**config.mk**
```make
export PLATFORM = sky130hd
export DESIGN_NAME = soc_gpio_ctrl
export DESIGN_NICKNAME = d
export VERILOG_FILES = /design/src/rtl/soc_gpio_pkg.sv /design/src/rtl/soc_gpio_in_filter.sv /design/src/rtl/soc_gpio_ctrl.sv
export SDC_FILE = /design/constraint.sdc
export NUM_CORES = 1
export LEC_CHECK = 0
export ABC_AREA = 1
export CAP_MARGIN = 10
export CELL_PAD_IN_SITES_DETAIL_PLACEMENT = 1
export CELL_PAD_IN_SITES_GLOBAL_PLACEMENT = 2
export CORE_AREA = 2 2 245 247
export DETAILED_ROUTE_END_ITERATION = 6
export DIE_AREA = 0 0 247 249
export GPL_TIMING_DRIVEN = 0
export PLACE_DENSITY_LB_ADDON = 0.3
export SLEW_MARGIN = 20
export SYNTH_ARGS = -nofsm -noshare
export SYNTH_HDL_FRONTEND = slang
export SYNTH_HIERARCHICAL = 1
export SYNTH_SLANG_ARGS = --single-unit
```
**constraint.sdc**
```tcl
create_clock -name clk -period 5.81 [get_ports clk]
set_input_delay 1.4525 -clock clk [delete_from_list [all_inputs] [get_ports clk]]
set_output_delay 1.4525 -clock clk [all_outputs]
set_load 0.1 [all_outputs]
```
**src/rtl/soc_gpio_pkg.sv**
```systemverilog
// Shared definitions for the SoC GPIO controller: register map and counter widths.
package soc_gpio_pkg;

    // Word register indices on the core data bus
    typedef enum logic [3:0] {
        GPIO_ODR     = 4'd0,
        GPIO_ODR_SET = 4'd1,
        GPIO_ODR_CLR = 4'd2,
        GPIO_OER     = 4'd3,
        GPIO_IDR     = 4'd4,
        GPIO_RISE_EN = 4'd5,
        GPIO_FALL_EN = 4'd6,
        GPIO_ISR     = 4'd7,
        GPIO_FILT_EN = 4'd8,
        GPIO_PRESC   = 4'd9
    } gpio_reg_e;

    localparam int unsigned PRESC_W            = 16;
    localparam int unsigned FILTER_LEN_DEFAULT = 4;
    localparam int unsigned FILTER_CNT_W       = $clog2(FILTER_LEN_DEFAULT);

    // Counter width for an arbitrary filter length; never narrower than one bit
    function automatic int unsigned filter_cnt_w(input int unsigned len);
        return (len <= 2) ? 1 : $clog2(len);
    endfunction

endpackage

```
**src/rtl/soc_gpio_in_filter.sv**
```systemverilog
// One GPIO input pin: synchroniser, optional glitch filter and the resulting level flop.
module soc_gpio_in_filter
    import soc_gpio_pkg::*;
#(
    parameter int unsigned SYNC_STAGES = 2,
    parameter int unsigned FILTER_LEN  = 4
) (
    input  logic clk,
    input  logic rst_n,
    input  logic din,
    input  logic filt_en,
    input  logic tick,
    output logic level
);

    localparam int unsigned CNT_W = filter_cnt_w(FILTER_LEN);
    localparam logic [CNT_W-1:0] CNT_MAX = CNT_W'(FILTER_LEN - 1);

    logic [SYNC_STAGES-1:0] sync_q;
    logic [CNT_W-1:0]       cnt_q, cnt_d;
    logic                   level_q, level_d;
    logic                   sync;

    assign sync  = sync_q[SYNC_STAGES-1];
    assign level = level_q;

    // Shift the asynchronous pad input through the synchroniser chain
    always_ff @(posedge clk or negedge rst_n) begin
        if (!rst_n) begin
            sync_q <= '0;
        end else begin
            sync_q <= {sync_q[SYNC_STAGES-2:0], din};
        end
    end

    // Filter: accept a new level only after FILTER_LEN consecutive differing ticks
    always_comb begin
        cnt_d   = cnt_q;
        level_d = level_q;
        if (!filt_en) begin
            level_d = sync;
            cnt_d   = '0;
        end else if (tick) begin
            if (sync == level_q) begin
                cnt_d = '0;
            end else if (cnt_q == CNT_MAX) begin
                level_d = sync;
                cnt_d   = '0;
            end else begin
                cnt_d = cnt_q + 1'b1;
            end
        end
    end

    // Filter counter and accepted level
    always_ff @(posedge clk or negedge rst_n) begin
        if (!rst_n) begin
            cnt_q   <= '0;
            level_q <= 1'b0;
        end else begin
            cnt_q   <= cnt_d;
            level_q <= level_d;
        end
    end

endmodule

```
**src/rtl/soc_gpio_ctrl.sv**
```systemverilog
// GPIO controller top: register file, prescaler, per-pin input path, edge detect and interrupts.
module soc_gpio_ctrl
    import soc_gpio_pkg::*;
#(
    parameter int unsigned N_PINS      = 32,
    parameter int unsigned SYNC_STAGES = 2,
    parameter int unsigned FILTER_LEN  = 4
) (
    input  logic              clk,
    input  logic              rst_n,
    input  logic              req,
    input  logic              we,
    input  logic [3:0]        addr,
    input  logic [31:0]       wdata,
    output logic              rvalid,
    output logic [31:0]       rdata,
    output logic [N_PINS-1:0] gpio_dout,
    output logic [N_PINS-1:0] gpio_oe,
    input  logic [N_PINS-1:0] gpio_din,
    output logic              irq
);

    logic [N_PINS-1:0]  odr_q, odr_d;
    logic [N_PINS-1:0]  oer_q, oer_d;
    logic [N_PINS-1:0]  rise_en_q, rise_en_d;
    logic [N_PINS-1:0]  fall_en_q, fall_en_d;
    logic [N_PINS-1:0]  filt_en_q, filt_en_d;
    logic [N_PINS-1:0]  isr_q, isr_d;
    logic [N_PINS-1:0]  isr_clr;
    logic [N_PINS-1:0]  level, prev_q;
    logic [N_PINS-1:0]  rise, fall;
    logic [N_PINS-1:0]  wdata_pin;
    logic [PRESC_W-1:0] presc_q, presc_d;
    logic [PRESC_W-1:0] presc_cnt_q, presc_cnt_d;
    logic               tick;
    logic               wr, rd, presc_wr;
    logic [31:0]        rd_mux;
    logic [31:0]        rdata_q;
    logic               rvalid_q;

    assign wr        = req & we;
    assign rd        = req & ~we;
    assign wdata_pin = wdata[N_PINS-1:0];
    assign presc_wr  = wr && (addr == GPIO_PRESC);

    assign gpio_dout = odr_q;
    assign gpio_oe   = oer_q;
    assign irq       = |isr_q;
    assign rvalid    = rvalid_q;
    assign rdata     = rdata_q;

    // Per-pin input path sharing the prescaler tick
    for (genvar i = 0; i < N_PINS; i++) begin : g_pin
        soc_gpio_in_filter #(
            .SYNC_STAGES (SYNC_STAGES),
            .FILTER_LEN  (FILTER_LEN)
        ) u_in_filter (
            .clk     (clk),
            .rst_n   (rst_n),
            .din     (gpio_din[i]),
            .filt_en (filt_en_q[i]),
            .tick    (tick),
            .level   (level[i])
        );
    end

    // Prescaler: down counter, tick at zero, reload from PRESC (immediately on a PRESC write)
    always_comb begin
        tick        = (presc_cnt_q == '0);
        presc_cnt_d = presc_cnt_q - 1'b1;
        if (presc_wr) begin
            presc_cnt_d = wdata[PRESC_W-1:0];
        end else if (tick) begin
            presc_cnt_d = presc_q;
        end
    end

    assign rise = level & ~prev_q & rise_en_q;
    assign fall = ~level & prev_q & fall_en_q;

    // Register writes; an edge on a bit being cleared keeps that ISR bit set
    always_comb begin
        odr_d     = odr_q;
        oer_d     = oer_q;
        rise_en_d = rise_en_q;
        fall_en_d = fall_en_q;
        filt_en_d = filt_en_q;
        presc_d   = presc_q;
        isr_clr   = '0;
        if (wr) begin
            case (addr)
                GPIO_ODR:     odr_d     = wdata_pin;
                GPIO_ODR_SET: odr_d     = odr_q | wdata_pin;
                GPIO_ODR_CLR: odr_d     = odr_q & ~wdata_pin;
                GPIO_OER:     oer_d     = wdata_pin;
                GPIO_RISE_EN: rise_en_d = wdata_pin;
                GPIO_FALL_EN: fall_en_d = wdata_pin;
                GPIO_ISR:     isr_clr   = wdata_pin;
                GPIO_FILT_EN: filt_en_d = wdata_pin;
                GPIO_PRESC:   presc_d   = wdata[PRESC_W-1:0];
                default:      ;
            endcase
        end
        isr_d = (isr_q & ~isr_clr) | rise | fall;
    end

    // Read mux; write-only, unmapped and unused upper bits read as zero
    always_comb begin
        rd_mux = '0;
        case (addr)
            GPIO_ODR:     rd_mux = 32'(odr_q);
            GPIO_OER:     rd_mux = 32'(oer_q);
            GPIO_IDR:     rd_mux = 32'(level);
            GPIO_RISE_EN: rd_mux = 32'(rise_en_q);
            GPIO_FALL_EN: rd_mux = 32'(fall_en_q);
            GPIO_ISR:     rd_mux = 32'(isr_q);
            GPIO_FILT_EN: rd_mux = 32'(filt_en_q);
            GPIO_PRESC:   rd_mux = 32'(presc_q);
            default:      rd_mux = '0;
        endcase
    end

    // Control/status registers, prescaler and edge history
    always_ff @(posedge clk or negedge rst_n) begin
        if (!rst_n) begin
            odr_q       <= '0;
            oer_q       <= '0;
            rise_en_q   <= '0;
            fall_en_q   <= '0;
            filt_en_q   <= '0;
            isr_q       <= '0;
            prev_q      <= '0;
            presc_q     <= '0;
            presc_cnt_q <= '0;
        end else begin
            odr_q       <= odr_d;
            oer_q       <= oer_d;
            rise_en_q   <= rise_en_d;
            fall_en_q   <= fall_en_d;
            filt_en_q   <= filt_en_d;
            isr_q       <= isr_d;
            prev_q      <= level;
            presc_q     <= presc_d;
            presc_cnt_q <= presc_cnt_d;
        end
    end

    // Registered read response, one cycle after the read strobe
    always_ff @(posedge clk or negedge rst_n) begin
        if (!rst_n) begin
            rvalid_q <= 1'b0;
            rdata_q  <= '0;
        end else begin
            rvalid_q <= rd;
            if (rd) begin
                rdata_q <= rd_mux;
            end
        end
    end

endmodule

```
After elaboration in Yosys (flattened, before gate mapping)

Cells that the tools add are included.

$lt $le $gt $ge: 0
Add/sub/neg operators: 33
Divide/modulo/power cells: 0
Multipliers: 0
Muxes and demuxes: 262
Reductions and logical operators: 43
Shift operators: 0
Equal/unequal tests: 169
Bitwise operators: 16

Operators by type and width:

| kind                                                                  | count |
|---|---|
| 2-bit two-way mux                                                     | 128 |
| 32-bit one-hot mux with 8 select lines                                | 1 |
| 32-bit AND                                                            | 6 |
| 1-bit two-way mux                                                     | 128 |
| 2-bit by 1-bit != test with 1-bit output, second input constant       | 64 |
| 32-bit inverter                                                       | 4 |
| 32-bit bitwise OR                                                     | 3 |
| 32-bit one-hot mux with 3 select lines                                | 1 |
| 3-bit AND reduction                                                   | 32 |
| 2-bit by 1-bit adder with 2-bit output, second input constant         | 32 |
| 2-bit equality test, second input constant                            | 32 |
| 32-bit two-way mux                                                    | 2 |
| 2-bit != test, second input constant                                  | 32 |
| 1-bit equality test                                                   | 32 |
| 16-bit two-way mux                                                    | 2 |
| 32-bit OR reduction                                                   | 1 |
| 4-bit by 3-bit equality test with 1-bit output, second input constant | 4 |
| 16-bit logical NOT                                                    | 1 |
| 16-bit by 1-bit subtractor with 16-bit output, second input constant  | 1 |
| 2-bit AND reduction                                                   | 6 |
| 4-bit by 2-bit equality test with 1-bit output, second input constant | 2 |
| 4-bit equality test, second input constant                            | 2 |
| 4-bit by 1-bit equality test with 1-bit output, second input constant | 1 |
| 4-bit logical NOT                                                     | 1 |
| other kinds (4)                                                       | 5 |

Logic and storage cells: 630
Bits of input ports: 72
Flip-flop bits (word level): 449
Bits in latches: 0
Output and inout bits: 98
Bits in read-only memories: 0
Memories kept: 0
RAM bits: 0

Logic depth before layout (Yosys ltp)

Gate-level depths: netlist (run 1).

Depth after elaboration: 7
Depth in mapped cells: 13
Depth with buffers taken out: 13

Modules after synthesis

Netlist (run 1), hierarchy kept.

By module, submodules not included:

| module                                         | instances | area each (sq um) | sequential area each (sq um) | cells each |
|---|---|---|---|---|
| soc_gpio_ctrl                                  | 1         | 13680.6           | 7231.9                       | 1761 |
| soc_gpio_in_filter (g_pin[0].u_in_filter ...)  | 20        | 229.0             | 125.1                        | 30 |
| soc_gpio_in_filter (g_pin[28].u_in_filter ...) | 12        | 235.2             | 125.1                        | 31 |

Worst setup path after synthesis (run 1)

Ideal clock, no wire load.

Path kind: register -> output
Start point: register isr_q[23]
End point: output irq
Path slack: 2.721 ns
Data required time: 4.358 ns
Path buffers: 0
Arrival time: 1.636 ns
Cell stages (with the launch flop): 4
Cells stage by stage: dfrtp_1 or2_2 nor4_1 nand3_1

Cells in the longest elaborated chain, start to end: 1

Ends and longest elaborated chain:

| what                   | RTL line             | source |
|---|---|---|
| start, declared        | soc_gpio_ctrl.sv:28  | `logic [N_PINS-1:0] isr_q, isr_d;` |
| start signal, assigned | soc_gpio_ctrl.sv:141 | `isr_q <= isr_d;` |
| 32-bit OR reduction    | soc_gpio_ctrl.sv:48  | `assign irq = \|isr_q;` |
| end, declared          | soc_gpio_ctrl.sv:20  | `output logic irq` |

Every way passes these cells.

Worst setup path in the final report (run 1)

Start point: register isr_q[2]
End point: output irq

The elaborated chain is that of the path after synthesis.

==> out/metrics.cfg, run 1 <==
[status]
status = completed

[sta]
skew_ns = 0.0292
rsz0062_at_grt = no
relSlewSlack_pct = 26.0
fin_crit_sh_pct = 79.8
hold_slack_ns = 0.348
hold_viol = 0
max_freq_ghz = 0.216
tightest_slew_ns = 1.11
maxSlewViolCount = 0
period_needed_ns = 4.64
finalSetupViolCount = 0

[logic_synthesis]
synth_ff_type = dfrtp_1
netlist.area_leader.share_pct = 53.3
synthesis.area_um2 = 21100
synth-seq-area-share_pct = 53.3
synth.distinct_cells = 31
yosys-top-cells-area = dfrtp_1 (53%), nand2_1 (21%), inv_1 (5.8%), o21ai_0 (4.7%), nor2_1 (3.8%)
syn_inst = 2733
synth_edf_count = 0
synth_largest_area_cell = dfrtp_1
ys_ff_latch = 449
post_synth.cell_area_avg_um2 = 7.71
yosysWarningCount = 6
async_flop_share_pct = 100
syn-num-nets = 2839

[clock_tree]
cts_tree = built
post_cts_buffers = 0
ctsHoldBuffers = 0
cts.repair.resized = 0
cts.sinks = 449
cts_root_buf = clkbuf_16
htreeDepth = 2
cts_inserted_buffers = 53
path_clk_slew_ns = 0.06
clockBufferDepth = 3
clock_latency_ns = 0.63

[grt]
grt_max_degree = 93
grt_pass1_vias = 20600
grtUsageTotal_pct = 25.3
grt_pass1_wl_mm = 119
antenna_found_initial = 1
grt-ovfl-total = 0

[place]
hpwl_mm = 54.8
gp_congestion = 0.862
place_area_um2 = 23900
dp.cells = 3681
port_buffers = 169

[floorplan]
num_io_pins = 170
coreArea_um2 = 58700
die_height_um = 249
initial_core_util_pct = 35.9
dieArea_um2 = 61500
fp.dieW_um = 247
rows = 89

[critical_path]
cp_max_fo = 3
slowest_delay_ns = 1.03
cp.required_ns = 4.36
criticalPathCategory = reg -> out
cpMaxStageDelayCell = clkdlybuf4s50_1
path_cells = nor4_1 > nand2_1 > nor2_1 > nand3_1 > clkdlybuf4s50_1
cp-start-kind = register
crit_arrival_ns = 3.18
worstRegToRegCells = 14
worstSetupEndpointType = output pin

[route]
wl_per_cell_um = 20.3
num_vias = 19200
ant_nets = 0
drt-total-wl_mm = 76.8
vias_per_cell = 5.08
drcViolationCount = 0
firstDrtPassIters = 5
initialDrtViolationCount = 1249

[worst_hold_path]
hold_class = reg -> reg
min_path_cells = 0

[power_and_ir_drop]
p_leak_nw = 12.8
powerDensity_nw_per_um2 = 386
irDropWorstVdd_mv = 0.260

[layout]
final_util_pct = 43.6
nets = 3069
finalNonFillerCells = 3775
fillers = 7169
syn2layout_area_growth_pct = 21.3
finalInstanceArea_um2 = 25600
drive_gt1_share_pct = 5.57

[run]
drv_cap = 0

cells in the mapped netlist (4+ instances only):
master    count
inv_1       323
inv_2         9
o211ai_1     19
nor2_1      214
o22ai_1       8
clkbuf_1     38
nand3b_1      4
nand2_2      18
nand4_1       4
o21ai_0     200
buf_2        38
ha_1         34
o21ai_1      54
nor2_2        4
nor4_1        7
nand3_1      76
o31ai_1      50
o221ai_1     12
dfrtp_1     449
nand2_1    1155
layout make-up:
class                   count  area (µm²)  share of cell area [%]
inverters                 333        1250                    4.91
diodes                      2        5.00                  0.0196
well taps                 773         967                    3.78
clock buffers              76        1510                    5.92
multi-input cells        1871        8230                    32.2
clock inverters            16         139                   0.543
repair buffers            175        1860                    7.28
plain buffers              80         367                    1.43
flip-flops and latches    449       11200                    43.9
logic make-up (layout without fill, tap and decap cells):
kind of cell	count (synthesis)	after routing	share of synthesized area, %
other	0	2	0
and+or+nand+nor	1491	1491	27.7
DFF	449	449	53.3
buffers and inverters	413	680	7.68
xor gates and xnor gates	2	2	0.0831
adders and majority gates	34	34	2.02
AOI/OAI and AO/OA	344	344	9.25
state kept, by name, indices dropped and copies added (netlist names):
register and count:
gpio_oe 32, isr_q 32, fall_en_q 32, gpio_dout 32, g_pin.u_in_filter/level 32, g_pin.u_in_filter/sync_q 64
rvalid 1, rise_en_q 32, presc_q 16, g_pin.u_in_filter/cnt_q 64, presc_cnt_q 16, filt_en_q 32
prev_q 32, rdata 32
cells in the final DEF, fill, tap and decap left out, types with 6 or more instances in the layout:
cell / n
clkbuf_1: 52
nand2_1: 1155
buf_2: 38
dfrtp_1: 449
nand2_2: 18
clkbuf_16: 54
nor2_1: 214
inv_2: 9
o21ai_0: 200
nand3_1: 76
ha_1: 34
inv_1: 322
clkbuf_8: 8
o211ai_1: 19
clkdlybuf4s50_1: 168
o31ai_1: 50
buf_16: 6
clkinv_2: 11
o221ai_1: 12
nor4_1: 7
o22ai_1: 8
o21ai_1: 54
final timing paths:
path,slack (ns),start,end
worst max-delay path,1.17,isr_q[2],irq
worst min-delay path,0.35,g_pin[26].u_in_filter/sync_q[0],g_pin[26].u_in_filter/sync_q[1]
worst max register to register,3.18,presc_cnt_q[0],g_pin[31].u_in_filter/cnt_q[1]
worst min register to register,0.35,g_pin[26].u_in_filter/sync_q[0],g_pin[26].u_in_filter/sync_q[1]
max in group asynchronous,3.95,rst_n,gpio_dout[17]
min in group asynchronous,0.69,rst_n,g_pin[0].u_in_filter/level
critical path, delay by kind of cell (launching register included):
| family | cells | cell delay (ns) |
|---|---|---|
| buf+inv | 1 | 1.03 |
| simple gates | 4 | 1.11 |
| flops | 1 | 0.42 |
stage by stage:
step / setup TNS (ns) / power, mW / worst slack, ns
2_1_floorplan: 0 / 5.77 / 2.72
3_3_place_gp: -7935.95 / 6.58 / -17.73
3_5_place_dp: 0 / 6.68 / 1.78
4_1_cts: 0 / 9.97 / 1.12
5_1_grt: 0 / 10.4 / 1.04
6_report: 0 / 9.88 / 1.17
power by group:
part | internal, mW | switching [mW]
Sequential | 3.61 | 0.538
Combinational | 0.656 | 1.82
Clock | 1.85 | 1.40
Total | 6.11 | 3.77
per-layer routing:
layer  vias up  GRT usage, %  part of all wire, %
li1       8961             -                    -
met1      9629          32.8                   43
met2       454          43.1                   49
met3       133          3.44                  4.8
met4         0          8.85                  3.2
met5         -             0                    0
Power figures use the tool's default switching activity.
==> run 2, diff against run 1 <==
- CORE_AREA: 2 2 245 247 -> 2 2 249 251
- DIE_AREA: 0 0 247 249 -> 0 0 251 253
- clock period: 5.81 -> 4.64 ns (I/O delays scaled with it)
==> out/metrics.cfg, run 2 (same netlist as run 1, synthesis figures left out) <==
[status]
status = completed

[clock_tree]
cts_inserted_buffers = 54
post_cts_buffers = 0
clock_latency_ns = 0.61
htreeDepth = 2
cts_tree = built
cts.sinks = 449
clockBufferDepth = 3
ctsHoldBuffers = 0
cts_root_buf = clkbuf_16
path_clk_slew_ns = 0.05
cts.repair.resized = 0

[power_and_ir_drop]
irDropWorstVdd_mv = 0.404
total_power_mw = 12.7
p_leak_nw = 12.9
powerDensity_nw_per_um2 = 492

[critical_path]
cp-start-kind = register
worstRegToRegCells = 14
cp.required_ns = 3.48
cp_max_fo = 3
crit_arrival_ns = 3.36
criticalPathCategory = reg -> out
worstSetupEndpointType = output pin

[layout]
final_cell_mix = nand2_1 (1155), dfrtp_1 (449), inv_1 (322), nor2_1 (214), o21ai_0 (200)
final_common_cell = nand2_1
finalNonFillerCells = 3795
drive_gt1_share_pct = 5.79
nets = 3070
top_regs = g_pin.u_in_filter/cnt_q x64, g_pin.u_in_filter/sync_q x64
fillers = 7439
syn2layout_area_growth_pct = 22.1

[place]
hpwl_mm = 55.5
gp_congestion = 0.853
port_buffers = 169
dp.cells = 3698

[grt]
grt_busiest_layer = met2
grt_pass1_wl_mm = 119
grt_max_degree = 92
antenna_found_initial = 2
grt.met1_usage_pct = 31.5
grt_use_met2_pct = 42.6
grt-ovfl-total = 0
gr-usage-met3_pct = 3.69
grt_pass1_vias = 20200
grtUsageTotal_pct = 24.6

[sta]
skew_ns = 0.0233
hold_viol = 0
max_freq_ghz = 0.221
tightest_slew_ns = 1.03
maxSlewViolCount = 0
fin_crit_sh_pct = 97.4
period_needed_ns = 4.52
rsz0062_at_grt = no
relSlewSlack_pct = 31.0
finalSetupViolCount = 0

[floorplan]
die_height_um = 253
dieArea_um2 = 63500
rows = 91
fp.dieW_um = 251
num_io_pins = 170
coreArea_um2 = 61000
initial_core_util_pct = 34.5

[route]
ant_nets = 0
vias_per_cell = 5.03
num_vias = 19100
wl_per_cell_um = 20.4
initialDrtViolationCount = 1124
drt-total-wl_mm = 77.6
firstDrtPassIters = 7
drcViolationCount = 0

[worst_hold_path]
min_path_cells = 0
hold_class = reg -> reg

[run]
drv_cap = 0

## run 2: cell types whose count changed in the layout (fill, tap and decap cells not counted)
cell        change
bufinv_16       +3
clkbuf_1        -3
clkinv_8        +1
buf_16          -1
inv_6           -1
clkinv_16       -1
diode_2         -1
buf_12          +1
clkinvlp_4      -1
clkbuf_8        +9
clkinv_2        -3
## run 2: cell type report
class,count,area (µm²),share of cell area [%]
sequential,449,11200,43.6
multi-input combinational,1871,8230,32.0
timing repair buffer,175,1850,7.20
clock buffer,82,1630,6.32
inverter,333,1250,4.88
tap,790,988,3.84
buffer,80,367,1.42
clock inverter,14,184,0.715
antenna,1,2.50,0.00972
## run 2: routing by layer
layer / part of all wire (%) / wire, µm / vias to the layer above
met5: 0.015 / 12 / -
met4: 3.1 / 2380 / 2
met3: 5.0 / 3890 / 124
met2: 49 / 37800 / 444
met1: 43 / 33500 / 9559
li1: - / - / 8950
## run 2: final timing paths
kind                                                  from                              end  slack, ns
setup / recovery                                  isr_q[3]                              irq       0.12
hold / removal             g_pin[18].u_in_filter/sync_q[0]  g_pin[18].u_in_filter/sync_q[1]       0.35
max in group asynchronous                            rst_n  g_pin[20].u_in_filter/sync_q[0]       2.97
min in group asynchronous                            rst_n   g_pin[3].u_in_filter/sync_q[1]       0.43
hold reg to reg            g_pin[18].u_in_filter/sync_q[0]  g_pin[18].u_in_filter/sync_q[1]       0.35
setup reg to reg                            presc_cnt_q[0]   g_pin[31].u_in_filter/cnt_q[0]       1.99
## run 2: stage by stage
step | hold slack [ns] | TNS [ns] | util [%] | setup WS [ns] | cell area (µm²)
floorplan | 0.331 | 0 | - | 1.84 | 21100
global placement | 0.333 | -8425.00 | 38.9 | -18.84 | 23800
detailed placement | 0.336 | 0 | 39.2 | 0.852 | 23900
CTS | 0.349 | 0 | 42.2 | 0.196 | 25700
global route | 0.355 | 0 | 42.2 | 0.152 | 25700
finish | 0.347 | 0 | 42.2 | 0.123 | 25700
## run 2: worst max-delay path, cell delays in order (launching register included)
cell and delay, ns:
dfrtp_1 0.41, nor4_1 0.63, nand2_1 0.11, nor2_1 0.34, nand3_1 0.24, clkdlybuf4s50_1 1.03
## run 2: power by group
part / leakage, nW / switching (mW) / internal [mW]
Combinational: 6.46 / 2.28 / 0.820
Sequential: 5.57 / 0.686 / 4.52
Clock: 0.896 / 1.74 / 2.62
Total: 12.9 / 4.70 / 7.96
